==> src/rtl/leds_sequencer.sv <==
`default_nettype none
// ============================================================================
// Module  : leds_sequencer
// Brief   : Debounced two-button control of a 4-bit up/down/pause LED counter.
// Revision: 1.0
// ============================================================================
module leds_sequencer #(
    parameter int DEBOUNCE_CYCLES = 4,
    parameter int STEP_CYCLES     = 8
) (
    input  logic       clk,
    input  logic       rst_n,
    input  logic       BTN1,
    input  logic       BTN2,
    output logic [3:0] leds,
    output logic [1:0] state,
    output logic       busy
);

    localparam int DB_W = $clog2(DEBOUNCE_CYCLES);
    localparam int ST_W = $clog2(STEP_CYCLES);
    localparam logic [DB_W-1:0] DB_LAST = DB_W'(DEBOUNCE_CYCLES - 1);
    localparam logic [ST_W-1:0] ST_LAST = ST_W'(STEP_CYCLES - 1);

    typedef enum logic [1:0] {
        IDLE  = 2'b00,
        UP    = 2'b01,
        DOWN  = 2'b10,
        PAUSE = 2'b11
    } state_e;

    logic [1:0] btn_raw;
    logic [1:0] press;

    assign btn_raw = {BTN2, BTN1};

    for (genvar i = 0; i < 2; i++) begin : g_btn
        logic            s1_q;
        logic            s2_q;
        logic            db_q;
        logic            db_dly_q;
        logic [DB_W-1:0] cnt_q;

        // A new level is accepted only after DEBOUNCE_CYCLES unbroken cycles of disagreement.
        always_ff @(posedge clk or negedge rst_n) begin
            if (!rst_n) begin
                s1_q     <= 1'b0;
                s2_q     <= 1'b0;
                db_q     <= 1'b0;
                db_dly_q <= 1'b0;
                cnt_q    <= '0;
            end else begin
                s1_q     <= btn_raw[i];
                s2_q     <= s1_q;
                db_dly_q <= db_q;
                if (s2_q == db_q) begin
                    cnt_q <= '0;
                end else if (cnt_q == DB_LAST) begin
                    db_q  <= s2_q;
                    cnt_q <= '0;
                end else begin
                    cnt_q <= cnt_q + 1'b1;
                end
            end
        end

        assign press[i] = db_q & ~db_dly_q;
    end

    state_e          state_q;
    logic [3:0]      leds_q;
    logic            busy_q;
    logic [ST_W-1:0] tcnt_q;
    logic            tick;

    assign tick = ((state_q == UP) || (state_q == DOWN)) && (tcnt_q == ST_LAST);

    // Press events take priority over a pending step and restart the step timer.
    always_ff @(posedge clk or negedge rst_n) begin
        if (!rst_n) begin
            state_q <= IDLE;
            leds_q  <= 4'd0;
            busy_q  <= 1'b0;
            tcnt_q  <= '0;
        end else if (press[0] && press[1]) begin
            state_q <= IDLE;
            leds_q  <= 4'd0;
            busy_q  <= 1'b0;
            tcnt_q  <= '0;
        end else if (press[0]) begin
            state_q <= (state_q == UP) ? PAUSE : UP;
            busy_q  <= (state_q != UP);
            tcnt_q  <= '0;
        end else if (press[1]) begin
            state_q <= (state_q == DOWN) ? PAUSE : DOWN;
            busy_q  <= (state_q != DOWN);
            tcnt_q  <= '0;
        end else begin
            case (state_q)
                UP: begin
                    tcnt_q <= tick ? '0 : tcnt_q + 1'b1;
                    if (tick) begin
                        leds_q <= leds_q + 4'd1;
                    end
                end
                DOWN: begin
                    tcnt_q <= tick ? '0 : tcnt_q + 1'b1;
                    if (tick) begin
                        leds_q <= leds_q - 4'd1;
                    end
                end
                IDLE: begin
                    tcnt_q <= '0;
                    leds_q <= 4'd0;
                end
                default: begin
                    tcnt_q <= '0;
                end
            endcase
        end
    end

    assign leds  = leds_q;
    assign state = state_q;
    assign busy  = busy_q;

endmodule
`default_nettype wire

==> config.mk <==
export PLATFORM = sky130hd
export DESIGN_NAME = leds_sequencer
export DESIGN_NICKNAME = d
export VERILOG_FILES = /design/src/rtl/leds_sequencer.sv
export SDC_FILE = /design/constraint.sdc
export NUM_CORES = 1
export LEC_CHECK = 0
export CAP_MARGIN = 20
export CORE_UTILIZATION = 50
export DETAILED_ROUTE_END_ITERATION = 8
export GPL_TIMING_DRIVEN = 0
export PLACE_DENSITY = 0.72
export SLEW_MARGIN = 20
export SYNTH_ARGS = -nofsm -noshare
export SYNTH_HDL_FRONTEND = slang
export SYNTH_SLANG_ARGS = --single-unit
==> constraint.sdc <==
create_clock -name clk -period 3.5 [get_ports clk]
set_clock_uncertainty 0.1 [all_clocks]
set_input_delay 0.7 -clock clk [delete_from_list [all_inputs] [get_ports clk]]
set_output_delay 0.7 -clock clk [all_outputs]
set_load 0.02 [all_outputs]
==> impl_results.md <==
- Area grow syn2layout: 14.3%
- Reg2Reg Depth: 8
- Top-count cell post-synth: dfrtp_1
- CTS tree: done
- Largest net degree at the start of global routing: 23
- Critical-path top delay cell: dfrtp_1
- Initial DRC Count: 5
- DR vias/cell: 5.45
- Post-Synthesis Cells: 88
- Setup slack, reg-to-reg: 1.21 ns
- TritonRoute pass-1 iters: 2
- RD Place Congestion: 0.788
- Placed Cells: 125
- GR Overflow Total: 0
- CTS buffer count: 3
- Crit path largest cell delay: 0.43 ns
- Number of diodes: 0
- Crit start category: flop
- Post-synth top flop: dfrtp_1
- Chip width: 48.0 um
- Routed length per placed instance: 13.0 um
- Largest area contributor in the netlist: dfrtp_1
- Syn Nets: 102
- RSZ-0062 raised after global routing: false
- Ys async rst share: 100%
- Crit-path cells: inv_1 -> ha_1 -> ha_1 -> a31o_1 -> a22oi_1 -> o21ai_0 -> mux2i_1 -> o211ai_1
- Most used cell, CP: ha_1
- Max VDD drop: 0.432 mV
- Final setup fails: 0
- Hold Crit Class: primary input to async pin
- Dpl hpwl: 1210 um
- Kind of critical path: flop to flop
- DIE AREA: 2300 um2
- Synth cell types: 31
- First-pass GRT wire length: 2680 um
- Finished Core Util: 60.9%
- Worst hold margin: 0.246 ns
- Sequential area share after synthesis: 52.1%
- Synth warn: 0
- Max_cap viols: 0
- Antenna viol nets, final: 0
- Max-slew violations: 0
- Initial Util: 53.3%
- GRT Total Usage: 17.2%
- Clock H-tree levels: 1
- Die height: 48.0 um
- Worst-path fanout max: 6
- Worst-margin pin slew: 0.482 ns
- Final cell area excluding filler cells: 1210 um2
- Dpl cell area: 1190 um2
- Cell Pwr Density: 868 nW/um2
- Req. time, crit path: 3.58 ns
- Non-Filler Instances: 128
- Maximum clock frequency: 0.437 GHz
- Sink Count: 22
- Reg2reg end: leds[3]
- Root Buffer: clkbuf_4
- Post-synth top cells: dfrtp_1, ha_1, a21oi_1
- # IOs: 11
- Critical path capture point type: flop
- Syn avg cell area: 12.0 um2
- Latest clock arrival within the worst-skew pair: 0.29 ns
- Vias in the first global route: 661
- WL final: 1660 um
- Post-CTS setup buffer count: 0
- Synth top area share: 52.1%
- Arr. time, crit path: 2.37 ns
- Final hold viol count: 0
- Core Box Area: 1980 um2
- Normalized max-slew margin: 67.9%
- Vias: 697
- Max clock buf depth: 2
- Total Nets Final: 117
- Critical R2R Launch: state[0]
- Initial antenna violation count: 0
- Period utilization: 65.4%
- Leak: 0.000573 uW
- Mapped Area: 1060 um2
- FF+latch count, synth: 22
- Clock-pin slew on the worst setup and hold paths: 0.11 ns
- Status: complete, no violations
- Tmin final: 2.29 ns
- Number of flops mapped to enable cells by yosys: 0
- Post-route DRC: 0
- CTS Hold Buffers Added: 0
- Share of cells above drive strength 1: 9.90%
- Top post-synthesis cells by area: dfrtp_1, ha_1, a21oi_1
- Row count: 16
- Setup TNS: 0 ns
- Resize count post-CTS: 0
- Port-buffer cells: 10
report_power, final:
| part | internal, uW | switching (uW) | total (uW) |
|---|---|---|---|
| sequential | 343 | 76.2 | 419 |
| combinational | 246 | 276 | 522 |
| clock | 40.1 | 67.7 | 108 |
| total | 629 | 420 | 1050 |
layer usage:
layer  routed length [um]  part of all wire (%)  track usage (%)
met5                    0                     0                0
met4                   23                   1.4             13.3
met3                   40                   2.4             3.02
met2                  782                    47             28.4
met1                  811                    49             19.6
worst max path at each step:
stage               startpoint      end  slack (ns)
floorplan             state[0]  leds[3]        1.34
global placement      state[0]  leds[3]        1.32
detailed placement    state[0]  leds[3]        1.22
CTS                   state[0]  leds[3]        1.18
global route          state[0]  leds[3]        0.98
finish                state[0]  leds[3]        1.21
cells by family (layout without fill, tap and decap cells):
group | after synthesis | in the layout | share of synthesized area, %
simple gates | 24 | 24 | 13.3
fa+ha+maj | 10 | 10 | 11.8
buf+inv | 3 | 16 | 1.78
xor+xnor | 4 | 4 | 3.32
flops | 22 | 22 | 52.1
mux | 4 | 4 | 4.03
compound gates | 21 | 21 | 13.6
cells in the final DEF, fill, tap and decap left out, types with 2 or more instances in the layout:
| cell | netlist | routed |
|---|---|---|
| a21oi_1 | 6 | 6 |
| a22oi_1 | 3 | 3 |
| clkbuf_4 | 0 | 3 |
| clkdlybuf4s50_1 | 0 | 9 |
| dfrtp_1 | 22 | 22 |
| ha_1 | 10 | 10 |
| inv_1 | 2 | 2 |
| mux2_2 | 2 | 2 |
| mux2i_1 | 2 | 2 |
| nand2_1 | 3 | 3 |
| nor2_1 | 5 | 5 |
| nor2b_1 | 2 | 2 |
| nor3_1 | 4 | 4 |
| nor3b_1 | 2 | 2 |
| o21ai_0 | 3 | 3 |
| o2bb2ai_1 | 3 | 3 |
| xnor2_1 | 3 | 3 |
worst max-delay path: cells and delay by family, from the launching register on:
| kind | cells | cell delay [ns] |
|---|---|---|
| AOI/OAI and AO/OA | 4 | 0.65 |
| adders and majority gates | 2 | 0.64 |
| DFF | 1 | 0.43 |
| muxes | 1 | 0.19 |
| buffers and inverters | 1 | 0.17 |
flip-flops by register name, summed over array words and instances, names as in the netlist:
signal          count
g_btn.db_q          2
busy                1
g_btn.s1_q          2
leds                4
g_btn.db_dly_q      2
tcnt_q              3
state               2
g_btn.s2_q          2
g_btn.cnt_q         4
final cells by class:
type	instances	area (um2)
fill	155	774
sequential	22	551
multi-input combinational	63	487
timing repair buffer	10	95.1
tap	27	33.8
clock buffer	3	22.5
buffer	1	11.3
inverter	2	7.51
through the flow:
step	setup slack, ns	power, uW
after floorplan	1.34	795
after detailed placement	1.22	948
after CTS	1.18	1070
after global placement	1.32	933
after global routing	0.977	1140
final	1.21	1050
(Power assumes the default switching activity.)
==> patch, RTL diff (config.mk and constraints unchanged) <==
`STEP_CYCLES`: 8 -> 16.
--- a/src/rtl/leds_sequencer.sv
+++ b/src/rtl/leds_sequencer.sv
@@ -6,7 +6,7 @@
 // ============================================================================
 module leds_sequencer #(
     parameter int DEBOUNCE_CYCLES = 4,
-    parameter int STEP_CYCLES     = 8
+    parameter int STEP_CYCLES     = 16
 ) (
     input  logic       clk,
     input  logic       rst_n,
Behaviour: same outputs for any inputs over 10 cycles, from zero or initial values and one cycle with rst_n low; that may be too few to reach the edited logic, so the function may still have changed.
==> patch against the unedited design <==
  * Sequential cell count increased by 1
  * Count of clock-buffer cells in the layout increased by 1
  * Power decreased by 4.9%
  * Cell area increased by 2.6%
  * Utilization increased by 0.95 points
  * Via count increased by 5.7%
  * Synthesized cell count increased by 5.7%
  * Worst setup slack improved by 0.091 ns
  * Cell count increased by 4.7%
  * Wire length increased by 0.72%
  * Synthesized area increased by 2.6%
  * Critical path depth decreased by 2
  * Sequential share of layout area increased by 0.87 points
  * Fmax increased by 4.1%
  * Critical path type unchanged
  * Largest cell class unchanged
==> patch: results (changes against the unedited design) <==
Global routing
  • Largest net degree at the start of global routing: 24 (+4.3%)
  • GR met3 Demand/Resource: 0.0472 (+0.0170)
  • Total GRT Usage: 0.176 (+0.00381)
  • Met2 usage: 0.291 (+0.00730)
  • Vias in the first global route: 709 (+7.3%)
  • Met1 global-route usage: 0.211 (+0.0150)
  • First-pass GRT wire length: 3120 um (+16%)

Placed design
  • RePlAce Congestion: 0.729 (-7.5%)
  • DP HPWL: 1270 um (+5.1%)
  • Placed cell areas: 1220 um2 (+2.3%)
  • Placed Cells incl. Taps: 130 (+4.0%)
  • Pre-CTS setup slack: 1.31 ns (+0.0963 ns)

Power and ir drop
  • Peak supply drop: 0.000462 V (+7.0%)
  • Power Internal: 608 uW (-3.3%)
  • Power share of the combinational group: 0.466 (-0.032)
  • Sequential Power: 415 uW (-1%)
  • P_leak: 0.557 nW (-2.8%)
  • PD cells: 805 nW/um2 (-7.3%)

Routing
  • Drt pass-1 iters: 4 (+2)
  • Vias per cell: 5.50 (+1.0%)
  • Wire length per cell: 12.5 um (-3.8%)
  • Initial DRC count: 9 (+4)
  • Post-Route WL: 1670 um (+0.72%)

STA
  • Slew Viols, Final: 0 (unchanged)
  • Worst-margin pin slew: 0.495 ns (+0.0129 ns)

Clocking
  • PostCTS Resize Cnt: 0 (unchanged)
  • Worst-Skew Late Latency: 0.31 ns (+0.02 ns)

Synthesis
  • Seq/Total Area, Yosys: 0.531 (+0.00985)
  • Main synth FF type: dfrtp_1
  • Syn avg cell area: 11.7 um2 (-2.9%)
  • Unique masters post-synth: 30 (-3.2%)
  • Post-synth net total: 106 (+3.9%)
  • Most frequent cells after synthesis: 23 x dfrtp_1, 9 x ha_1, 8 x a21oi_1
  • Largest cells by area after synthesis: dfrtp_1 53%, ha_1 10%, a21oi_1 3.7%

Layout
  • Fillers: 162 (+4.5%)
  • Share of cells above drive strength 1: 0.0935 (-0.00555)
  • Final Net Count: 121 (+3.4%)

Min path
  • Worst Hold Class: input port to asynchronous set/reset pin

Outcome
  • Status: finished clean
patch: cell count changes in the layout (fill, tap and decap cells not counted), moves of 2 or more:
cell and delta:
o2bb2ai_1 -3, a22oi_1 -3, nor3b_1 -2, a21oi_1 +2, inv_1 +4, nand2_1 +2
patch: cell families (layout without fill, tap and decap cells):
logic type,count (synthesis),after routing,synth area share
AO/OA/AOI/OAI,20,20,0.120
XOR/XNOR,5,5,0.0404
adder cells (fa/ha/maj),9,9,0.104
buffers and inverters,6,20,0.0208
flip-flops,23,23,0.531
multiplexers,5,5,0.0497
AND/OR/NAND/NOR,25,25,0.134
patch: cell type report:
| class | instances | area [um2] | share of cell area |
|---|---|---|---|
| clock buffers | 4 | 26.3 | 0.0212 |
| multi-input cells | 64 | 485 | 0.392 |
| repair buffers | 10 | 95.1 | 0.0768 |
| inverters | 6 | 22.5 | 0.0182 |
| flip-flops and latches | 23 | 576 | 0.465 |
| well taps | 27 | 33.8 | 0.0273 |
patch: per-layer routing:
layer  vias up  part of all wire
li1        362                 -
met1       351              0.47
met2        17              0.46
met3         7             0.037
met4         0             0.032
met5         -                 0
patch: critical path, cell delays in order (launching register included):
cell and delay, ns:
dfrtp_1 0.43, inv_1 0.16, ha_1 0.31, ha_1 0.32, a21bo_1 0.19, a222oi_1 0.36
o221ai_1 0.18
patch: final timing paths:
path | startpoint | endpoint | slack (ns) | depth (start not counted)
worst min-delay path | rst_n | g_btn[0].s2_q | 0.24 | 1
worst max-delay path | state[0] | leds[3] | 1.30 | 6
max in group asynchronous | rst_n | g_btn[0].s1_q | 2.72 | 1
worst max register to register | state[0] | leds[3] | 1.30 | 6
worst min register to register | g_btn[0].s1_q | g_btn[0].s2_q | 0.26 | 0
min in group clk | g_btn[0].s1_q | g_btn[0].s2_q | 0.26 | 0
